## src/rtl/instr_sequencer_if.sv

```systemverilog
// Bus bundle between the TinyChip instruction sequencer and its surroundings:
// imem/dmem handshakes, decoded control strobes, PC and status.
interface instr_sequencer_if #(
    parameter int PC_W  = 8,
    parameter int CNT_W = 16
);
    logic             run;
    logic             imem_req;
    logic [PC_W-1:0]  imem_addr;
    logic             imem_ack;
    logic [8:0]       imem_data;
    logic [8:0]       ir;
    logic             alu_src_imm;
    logic             rf_we;
    logic             rf_wsel;
    logic             dmem_req;
    logic             dmem_we;
    logic             dmem_ack;
    logic             cond_eq;
    logic [PC_W-1:0]  pc;
    logic             busy;
    logic             halted;
    logic             bus_err;
    logic [CNT_W-1:0] retired;

    // Sequencer side
    modport master (
        input  run, imem_ack, imem_data, dmem_ack, cond_eq,
        output imem_req, imem_addr, ir, alu_src_imm, rf_we, rf_wsel,
               dmem_req, dmem_we, pc, busy, halted, bus_err, retired
    );

    // Memory / datapath / control side
    modport slave (
        output run, imem_ack, imem_data, dmem_ack, cond_eq,
        input  imem_req, imem_addr, ir, alu_src_imm, rf_we, rf_wsel,
               dmem_req, dmem_we, pc, busy, halted, bus_err, retired
    );
endinterface

```

## src/rtl/instr_sequencer.sv

```systemverilog
// TinyChip fetch/decode/execute sequencer. Owns PC and IR, sequences register
// writes and data-memory accesses, watches both bus handshakes for timeouts and
// counts retired instructions.
//
// state  | meaning
// IDLE   | waiting for run; pc retained
// FETCH  | imem_req high until imem_ack (or timeout)
// DECODE | one cycle, latch operand-2 select from ir
// EXEC   | branch / ALU write / halt resolve, or launch memory access
// MEM    | dmem_req high until dmem_ack (or timeout)
// WB     | load data written to register file
// HALT   | stopped after halt instruction; run=0 returns to IDLE
// ERR    | bus timeout, sticky until reset
module instr_sequencer #(
    parameter int PC_W    = 8,
    parameter int TIMEOUT = 16,
    parameter int CNT_W   = 16
) (
    input logic clk_i,
    input logic rst_i,
    instr_sequencer_if.master bus
);
    localparam int WAIT_W = $clog2(TIMEOUT);
    localparam logic [WAIT_W-1:0] WAIT_LAST = WAIT_W'(TIMEOUT - 1);

    typedef enum logic [2:0] {
        S_IDLE, S_FETCH, S_DECODE, S_EXEC, S_MEM, S_WB, S_HALT, S_ERR
    } state_t;

    state_t             state_q;
    logic [PC_W-1:0]    pc_q;
    logic [8:0]         ir_q;
    logic [CNT_W-1:0]   retired_q;
    logic [WAIT_W-1:0]  wait_q;
    logic               imem_req_q;
    logic               dmem_req_q;
    logic               dmem_we_q;
    logic               rf_we_q;
    logic               rf_wsel_q;
    logic               alu_src_imm_q;

    logic               bit_type;
    logic [2:0]         opcode;
    logic               is_branch;
    logic               is_mem;
    logic               is_halt;
    logic               br_taken;
    logic [PC_W-1:0]    pc_inc_d;
    logic [PC_W-1:0]    pc_br_d;
    logic [CNT_W-1:0]   retired_d;

    assign bit_type  = ir_q[8];
    assign opcode    = ir_q[7:5];
    assign is_branch = bit_type && (opcode == 3'b010 || opcode == 3'b011);
    assign is_mem    = bit_type && (opcode == 3'b100 || opcode == 3'b101);
    assign is_halt   = !bit_type && (opcode == 3'b111);
    // beq takes on equality, bne on inequality
    assign br_taken  = (opcode == 3'b010) ? bus.cond_eq : !bus.cond_eq;
    assign pc_inc_d  = pc_q + PC_W'(1);
    assign pc_br_d   = pc_q + (br_taken ? PC_W'(2) : PC_W'(1));
    assign retired_d = (&retired_q) ? retired_q : retired_q + CNT_W'(1);

    // Sequencer FSM with registered strobes, PC, IR, watchdog and retire counter
    always_ff @(posedge clk_i or posedge rst_i) begin
        if (rst_i) begin
            state_q       <= S_IDLE;
            pc_q          <= '0;
            ir_q          <= '0;
            retired_q     <= '0;
            wait_q        <= '0;
            imem_req_q    <= 1'b0;
            dmem_req_q    <= 1'b0;
            dmem_we_q     <= 1'b0;
            rf_we_q       <= 1'b0;
            rf_wsel_q     <= 1'b0;
            alu_src_imm_q <= 1'b0;
        end else begin
            case (state_q)
                S_IDLE: begin
                    if (bus.run) begin
                        state_q    <= S_FETCH;
                        imem_req_q <= 1'b1;
                        wait_q     <= '0;
                    end
                end
                S_FETCH: begin
                    // an ack on the final allowed cycle still counts
                    if (bus.imem_ack) begin
                        ir_q       <= bus.imem_data;
                        imem_req_q <= 1'b0;
                        state_q    <= S_DECODE;
                    end else if (wait_q == WAIT_LAST) begin
                        imem_req_q <= 1'b0;
                        state_q    <= S_ERR;
                    end else begin
                        wait_q <= wait_q + WAIT_W'(1);
                    end
                end
                S_DECODE: begin
                    alu_src_imm_q <= ir_q[8];
                    state_q       <= S_EXEC;
                    if (!is_branch && !is_mem && !is_halt) begin
                        rf_we_q   <= 1'b1;
                        rf_wsel_q <= 1'b0;
                    end
                end
                S_EXEC: begin
                    rf_we_q <= 1'b0;
                    if (is_branch) begin
                        pc_q       <= pc_br_d;
                        retired_q  <= retired_d;
                        imem_req_q <= 1'b1;
                        wait_q     <= '0;
                        state_q    <= S_FETCH;
                    end else if (is_mem) begin
                        dmem_req_q <= 1'b1;
                        dmem_we_q  <= (opcode == 3'b101);
                        wait_q     <= '0;
                        state_q    <= S_MEM;
                    end else if (is_halt) begin
                        retired_q <= retired_d;
                        state_q   <= S_HALT;
                    end else begin
                        pc_q       <= pc_inc_d;
                        retired_q  <= retired_d;
                        imem_req_q <= 1'b1;
                        wait_q     <= '0;
                        state_q    <= S_FETCH;
                    end
                end
                S_MEM: begin
                    if (bus.dmem_ack) begin
                        dmem_req_q <= 1'b0;
                        dmem_we_q  <= 1'b0;
                        if (dmem_we_q) begin
                            pc_q       <= pc_inc_d;
                            retired_q  <= retired_d;
                            imem_req_q <= 1'b1;
                            wait_q     <= '0;
                            state_q    <= S_FETCH;
                        end else begin
                            rf_we_q   <= 1'b1;
                            rf_wsel_q <= 1'b1;
                            state_q   <= S_WB;
                        end
                    end else if (wait_q == WAIT_LAST) begin
                        dmem_req_q <= 1'b0;
                        dmem_we_q  <= 1'b0;
                        state_q    <= S_ERR;
                    end else begin
                        wait_q <= wait_q + WAIT_W'(1);
                    end
                end
                S_WB: begin
                    rf_we_q    <= 1'b0;
                    rf_wsel_q  <= 1'b0;
                    pc_q       <= pc_inc_d;
                    retired_q  <= retired_d;
                    imem_req_q <= 1'b1;
                    wait_q     <= '0;
                    state_q    <= S_FETCH;
                end
                S_HALT: begin
                    if (!bus.run) begin
                        state_q <= S_IDLE;
                    end
                end
                S_ERR: begin
                    state_q <= S_ERR;
                end
                default: begin
                    state_q <= S_ERR;
                end
            endcase
        end
    end

    assign bus.imem_req    = imem_req_q;
    assign bus.imem_addr   = pc_q;
    assign bus.ir          = ir_q;
    assign bus.alu_src_imm = alu_src_imm_q;
    assign bus.rf_we       = rf_we_q;
    assign bus.rf_wsel     = rf_wsel_q;
    assign bus.dmem_req    = dmem_req_q;
    assign bus.dmem_we     = dmem_we_q;
    assign bus.pc          = pc_q;
    assign bus.busy        = !(state_q == S_IDLE || state_q == S_HALT || state_q == S_ERR);
    assign bus.halted      = (state_q == S_HALT);
    assign bus.bus_err     = (state_q == S_ERR);
    assign bus.retired     = retired_q;
endmodule
```

## src/flat_wrapper.sv

```systemverilog
// flat-port wrapper written by rule: the top's interface ports become plain ports
module instr_sequencer_flat 
#(
    parameter int PC_W    = 8,
    parameter int TIMEOUT = 16,
    parameter int CNT_W   = 16
)
  (clk_i, rst_i, bus_run, bus_imem_ack, bus_imem_data, bus_dmem_ack, bus_cond_eq, bus_imem_req, bus_imem_addr, bus_ir, bus_alu_src_imm, bus_rf_we, bus_rf_wsel, bus_dmem_req, bus_dmem_we, bus_pc, bus_busy, bus_halted, bus_bus_err, bus_retired);
  instr_sequencer_if #(.PC_W(PC_W), .CNT_W(CNT_W)) bus_i ();
  input logic clk_i;
  input logic rst_i;
  input wire logic [$bits(bus_i.run)-1:0] bus_run;
  input wire logic [$bits(bus_i.imem_ack)-1:0] bus_imem_ack;
  input wire logic [$bits(bus_i.imem_data)-1:0] bus_imem_data;
  input wire logic [$bits(bus_i.dmem_ack)-1:0] bus_dmem_ack;
  input wire logic [$bits(bus_i.cond_eq)-1:0] bus_cond_eq;
  output wire logic [$bits(bus_i.imem_req)-1:0] bus_imem_req;
  output wire logic [$bits(bus_i.imem_addr)-1:0] bus_imem_addr;
  output wire logic [$bits(bus_i.ir)-1:0] bus_ir;
  output wire logic [$bits(bus_i.alu_src_imm)-1:0] bus_alu_src_imm;
  output wire logic [$bits(bus_i.rf_we)-1:0] bus_rf_we;
  output wire logic [$bits(bus_i.rf_wsel)-1:0] bus_rf_wsel;
  output wire logic [$bits(bus_i.dmem_req)-1:0] bus_dmem_req;
  output wire logic [$bits(bus_i.dmem_we)-1:0] bus_dmem_we;
  output wire logic [$bits(bus_i.pc)-1:0] bus_pc;
  output wire logic [$bits(bus_i.busy)-1:0] bus_busy;
  output wire logic [$bits(bus_i.halted)-1:0] bus_halted;
  output wire logic [$bits(bus_i.bus_err)-1:0] bus_bus_err;
  output wire logic [$bits(bus_i.retired)-1:0] bus_retired;
  assign bus_i.run = bus_run;
  assign bus_i.imem_ack = bus_imem_ack;
  assign bus_i.imem_data = bus_imem_data;
  assign bus_i.dmem_ack = bus_dmem_ack;
  assign bus_i.cond_eq = bus_cond_eq;
  assign bus_imem_req = bus_i.imem_req;
  assign bus_imem_addr = bus_i.imem_addr;
  assign bus_ir = bus_i.ir;
  assign bus_alu_src_imm = bus_i.alu_src_imm;
  assign bus_rf_we = bus_i.rf_we;
  assign bus_rf_wsel = bus_i.rf_wsel;
  assign bus_dmem_req = bus_i.dmem_req;
  assign bus_dmem_we = bus_i.dmem_we;
  assign bus_pc = bus_i.pc;
  assign bus_busy = bus_i.busy;
  assign bus_halted = bus_i.halted;
  assign bus_bus_err = bus_i.bus_err;
  assign bus_retired = bus_i.retired;
  instr_sequencer #(.PC_W(PC_W), .TIMEOUT(TIMEOUT), .CNT_W(CNT_W)) u_core (.clk_i(clk_i), .rst_i(rst_i), .bus(bus_i));
endmodule
```

## config.mk

```make
export PLATFORM = sky130hd
export DESIGN_NAME = instr_sequencer_flat
export DESIGN_NICKNAME = d
export VERILOG_FILES = /design/src/rtl/instr_sequencer_if.sv /design/src/rtl/instr_sequencer.sv /design/src/flat_wrapper.sv
export SDC_FILE = /design/constraint.sdc
export NUM_CORES = 1
export LEC_CHECK = 0
export ABC_AREA = 1
export CORE_MARGIN = 2
export CORE_UTILIZATION = 51
export DETAILED_ROUTE_END_ITERATION = 10
export PLACE_DENSITY = 0.85
export REMOVE_ABC_BUFFERS = 1
export SKIP_CTS_REPAIR_TIMING = 1
export SLEW_MARGIN = 10
export SYNTH_ARGS = -nofsm -noshare
export SYNTH_HDL_FRONTEND = slang
export SYNTH_SLANG_ARGS = --single-unit
```

## constraint.sdc

```tcl
create_clock -name clk_i -period 2.5 [get_ports clk_i]
set_clock_uncertainty 0.15 [all_clocks]
set_input_delay 0.5 -clock clk_i [delete_from_list [all_inputs] [get_ports clk_i]]
set_output_delay 0.5 -clock clk_i [all_outputs]
set_load 0.05 [all_outputs]
```

* Word level (Yosys, flattened, before mapping)
Index checks and enable logic that the tools add are counted.
Word-level totals: output and inout bits 50, word-level logic and storage cells 130, bits in registers 46, bits of input ports 15
Cells by class: reductions and logical operators 32, mux-type cells 55, $add $sub $neg 4, eq/ne operators 28
Operator list (number):
- 2-to-1 mux 16 bit | 5
- one-hot mux 16 bit (3 select lines) | 1
- 2-to-1 mux 8 bit | 5
- 2-to-1 mux 4 bit | 8
- 2-to-1 mux 3 bit | 9
- one-hot mux 3 bit (8 select lines) | 1
- one-hot mux 8 bit (3 select lines) | 1
- equality test 3 bit (second input constant) | 7
- one-hot mux 4 bit (5 select lines) | 1
- 2-to-1 mux 1 bit | 18
- adder 16 x 1 -> 16 bit (second input constant) | 1
- AND reduction 16 bit | 1
- AND reduction 4 bit | 4
- inequality test 3 x 2 -> 1 bit (second input constant) | 5
- equality test 3 x 2 -> 1 bit (second input constant) | 4
- inequality test 2 bit (second input constant) | 6
- AND reduction 5 bit | 2
- nonzero test 3 bit | 3
- adder 8 x 1 -> 8 bit (second input constant) | 1
- adder 8 bit | 1
- AND reduction 7 bit | 1
- zero test 1 bit | 6
- inequality test 2 x 1 -> 1 bit (second input constant) | 3
- one-hot mux 1 bit (3 select lines) | 2
- 14 further kinds | 23

* Depth between registers and ports, before layout
depth in word-level cells 8, mapped depth 13, gate-level depth less buffers 13

* Least setup slack after synthesis
No wires, ideal clock.
kind register to output, start register u_core.state_q[0], end output bus_busy, required time 1.850 ns, data arrival time 1.976 ns, stages on the path, launching flop included 5, path slack -0.126 ns, path through dfrtp_1 buf_4 nand2_1 nor2_1 nor3_1
On the way: elaborated cells between the ends (all ways) 6, classes of those cells eq/ne: 2; reduce/logical: 4
RTL lines:
- start, declared | line instr_sequencer.sv:30 | state_t state_q;
- start signal, assigned | line instr_sequencer.sv:66 | state_q <= S_IDLE;
- start signal, assigned | line instr_sequencer.sv:81 | state_q <= S_FETCH;
- start signal, assigned | line instr_sequencer.sv:91 | state_q <= S_DECODE;
- equality test 3 bit
- named net bus_bus_err | line flat_wrapper.sv:28 | output wire logic [$bits(bus_i.bus_err)-1:0] bus_bus_err;
- logical OR 1 bit | line instr_sequencer.sv:187 | assign bus.busy = !(state_q == S_IDLE || state_q == S_HALT || state_q == S_ERR);
- zero test 1 bit | line instr_sequencer.sv:187
- end, declared | line flat_wrapper.sv:26 | output wire logic [$bits(bus_i.busy)-1:0] bus_busy;
The timed path passes the listed nets, and every way through them passes these cells.

* Final worst setup path
start register u_core.ir_q[6], in the netlist u_core.bus.ir[6], end output bus_ir[6]
RTL lines:
- start, declared | line instr_sequencer.sv:32 | logic [8:0] ir_q;
- start signal, assigned | line instr_sequencer.sv:89 | ir_q <= bus.imem_data;
- end, declared | line flat_wrapper.sv:19 | output wire logic [$bits(bus_i.ir)-1:0] bus_ir;
No word-level cell between the ends.

==> results.toml <==
[outcome]
status = "finished, final reports clean"

[setup_path]
crit_family = "buffers and inverters"
crit_path_cell_trace = "clkdlybuf4s50_1"
cp.arrival_ps = 1690
start_kind = "flop"
crit_fanout = 8
slowest_stage = "clkdlybuf4s50_1"
rr_startpoint = "u_core.bus.ir[7]$_DFFE_PP0P_"
crit_type = "reg2out"
critPathBufInv = 1
cp-startpoint = "u_core.bus.ir[6]$_DFFE_PP0P_"
crit_required_ps = 1850
cp_slowest_stage_delay_ps = 870
end_kind = "primary output"

[detailed_routing]
vias = 2603
ant_nets = 0
drt_iter0_drc = 209
dr.pass1.iters = 5
drc = 0
routed_wl_mm = 6.15
viasPerCell = 5.12
avgRoutedWirePerCell_um = 12.1

[sta]
worstMarginPinSlew_ps = 577
max_freq_ghz = 0.427
final-setup-viol-count = 0
fin_crit_sh_pct = 93.6
rsz0062_at_grt = "false"
maxSlewViolCount = 0
maxSlewHeadroom_pct = 61.6
min_period_ps = 2340
worst_slack_ps = 161
whs_ps = 325
hold_viol_final = 0

[die]
initial_core_util_pct = 52.6
fp.dieH_um = 79.3
core_area_um2 = 5510
pin_count = 65
placementRows = 27
die_w_um = 79.3
dieArea_um2 = 6300

[global_route]
grt_overflow_total = 0
grt_pass1_wl_mm = 10.7
grt_pass1_vias = 2484
antenna_found_initial = 0
grt_use_total_pct = 21.2
grt_max_degree = 47

[pwr]
p_total_mw = 4.93
p_per_area_nw_per_um2 = 1360
irDropWorstVdd_v = 0.00107
power.leakage_nw = 1.68

[synthesis]
synth_edf_count = 0
yosysTopAreaCellShare_pct = 39.8
yosys-top-cells-area = "dfrtp_1 40%, nand2_1 12%, inv_1 5.7%"
async_flop_share_pct = 100
seq_area_frac_synth_pct = 39.8
dominantRegCellSynth = "dfrtp_1"
synth_top_area_cell = "dfrtp_1"
avgSynthCellArea_um2 = 7.72
syn_inst = 375
synth_area_um2 = 2900
synth.distinct_cells = 32
ys_ff_latch = 46
yosys_warnings = 0

[cells_and_area]
finish.utilization_pct = 66.1
areaGrowthSynthToFinish_pct = 25.8
final_common_cell = "nand2_1"
layout-drive-gt1-share_pct = 13.1
antenna_cells = 0
final_cell_mix = "93 x nand2_1, 61 x clkdlybuf4s50_1, 45 x dfrtp_1"
finalNetCount = 455

[clock_tree]
insertion_delay_ps = 300
cts-root-buf = "clkbuf_8"
clkTransAtPathRegs_ps = 80
cts_tree = "done"
numCtsBuffers = 5
htreeDepth = 2
cts_sinks = 46
clockBufferDepth = 2

[run]
max-cap-violations = 0

[min_path]
hold_class = "reg2reg"
hp-start = "u_core.bus.ir[3]$_DFFE_PP0P_"

[place]
portBuffers = 64
pre_cts_slack_ps = 152
place_hpwl_mm = 4.81
place_congestion = 0.900
==> layout make-up <==
| class | instances | area [um2] |
|---|---|---|
| Multi-Input combinational cell | 264 | 1440 |
| Tap cell | 72 | 90.1 |
| Clock inverter | 1 | 7.51 |
| Clock buffer | 6 | 72.6 |
| Sequential cell | 46 | 1150 |
| Fill cell | 461 | 1870 |
| Inverter | 51 | 194 |
| Timing Repair Buffer | 68 | 688 |
==> final timing paths <==
path / endpoint / slack, ps / cells past startpoint
hold reg to reg: u_core.bus.ir[3]$_DFFE_PP0P_ / 330 / 2
setup reg to reg: u_core.bus.imem_addr[4]$_DFFE_PP0P_ / 480 / 12
setup / recovery: bus_ir[6] / 160 / 1
min in group asynchronous: u_core.bus.retired[0]$_DFFE_PP0P_ / 510 / 3
hold / removal: u_core.bus.ir[3]$_DFFE_PP0P_ / 330 / 2
max in group asynchronous: u_core.state_q[2]$_DFFE_PP0P_ / 1270 / 3
==> cells by family after synthesis <==
logic type | after synthesis | synth area share (%)
AND/OR/NAND/NOR | 196 | 32.2
flip-flops | 46 | 39.8
adder cells (fa/ha/maj) | 4 | 1.73
XOR/XNOR | 20 | 6.05
AO/OA/AOI/OAI | 44 | 9.59
buffers and inverters | 65 | 10.6
==> cell usage after synthesis (3+ instances only) <==
cell type   n
nand2_1    93
xnor2_1     7
buf_4      10
nand3_1    32
o21ai_0    16
xor2_1     13
nand4_1     7
nor2_2      6
inv_1      44
ha_1        4
a21oi_1     6
nor2_1     24
inv_2       5
nand3_2     5
nor3_1     12
dfrtp_1    46
o21ai_1     6
o21ai_2    12
nand2_2    11
buf_6       3
==> per-layer routing <==
metal	wire (um)	vias up	GRT usage, %
li1	-	1316	-
met1	2790	1198	27.1
met2	2990	78	36.2
met3	271	11	3.98
met5	0	-	0
met4	101	0	6.72
==> stage by stage <==
stage / setup TNS (ps) / instances / cell area, um2
3_3_place_gp: 0 / 501 / 3560
2_1_floorplan: -139 / 361 / 2780
4_1_cts: 0 / 508 / 3640
5_1_grt: 0 / 508 / 3640
3_5_place_dp: 0 / 501 / 3560
6_report: 0 / 508 / 3640
==> flip-flops by register name, indices dropped and copies added, names as in the netlist <==
signal / cells
u_core.bus.imem_req: 1
u_core.bus.dmem_req: 1
u_core.wait_q: 4
u_core.bus.dmem_we: 1
u_core.bus.imem_addr: 8
u_core.state_q: 3
u_core.bus.retired: 16
u_core.bus.ir: 9
u_core.bus.rf_wsel: 1
u_core.bus.rf_we: 1
u_core.bus.alu_src_imm: 1
==> where the power goes <==
part | leakage [nW] | internal, mW | switching, mW
sequential | 0.583 | 1.01 | 0.319
clock | 0.0373 | 0.192 | 0.242
combinational | 1.06 | 1.05 | 2.13
No activity file was read; power rests on OpenSTA's default activity.
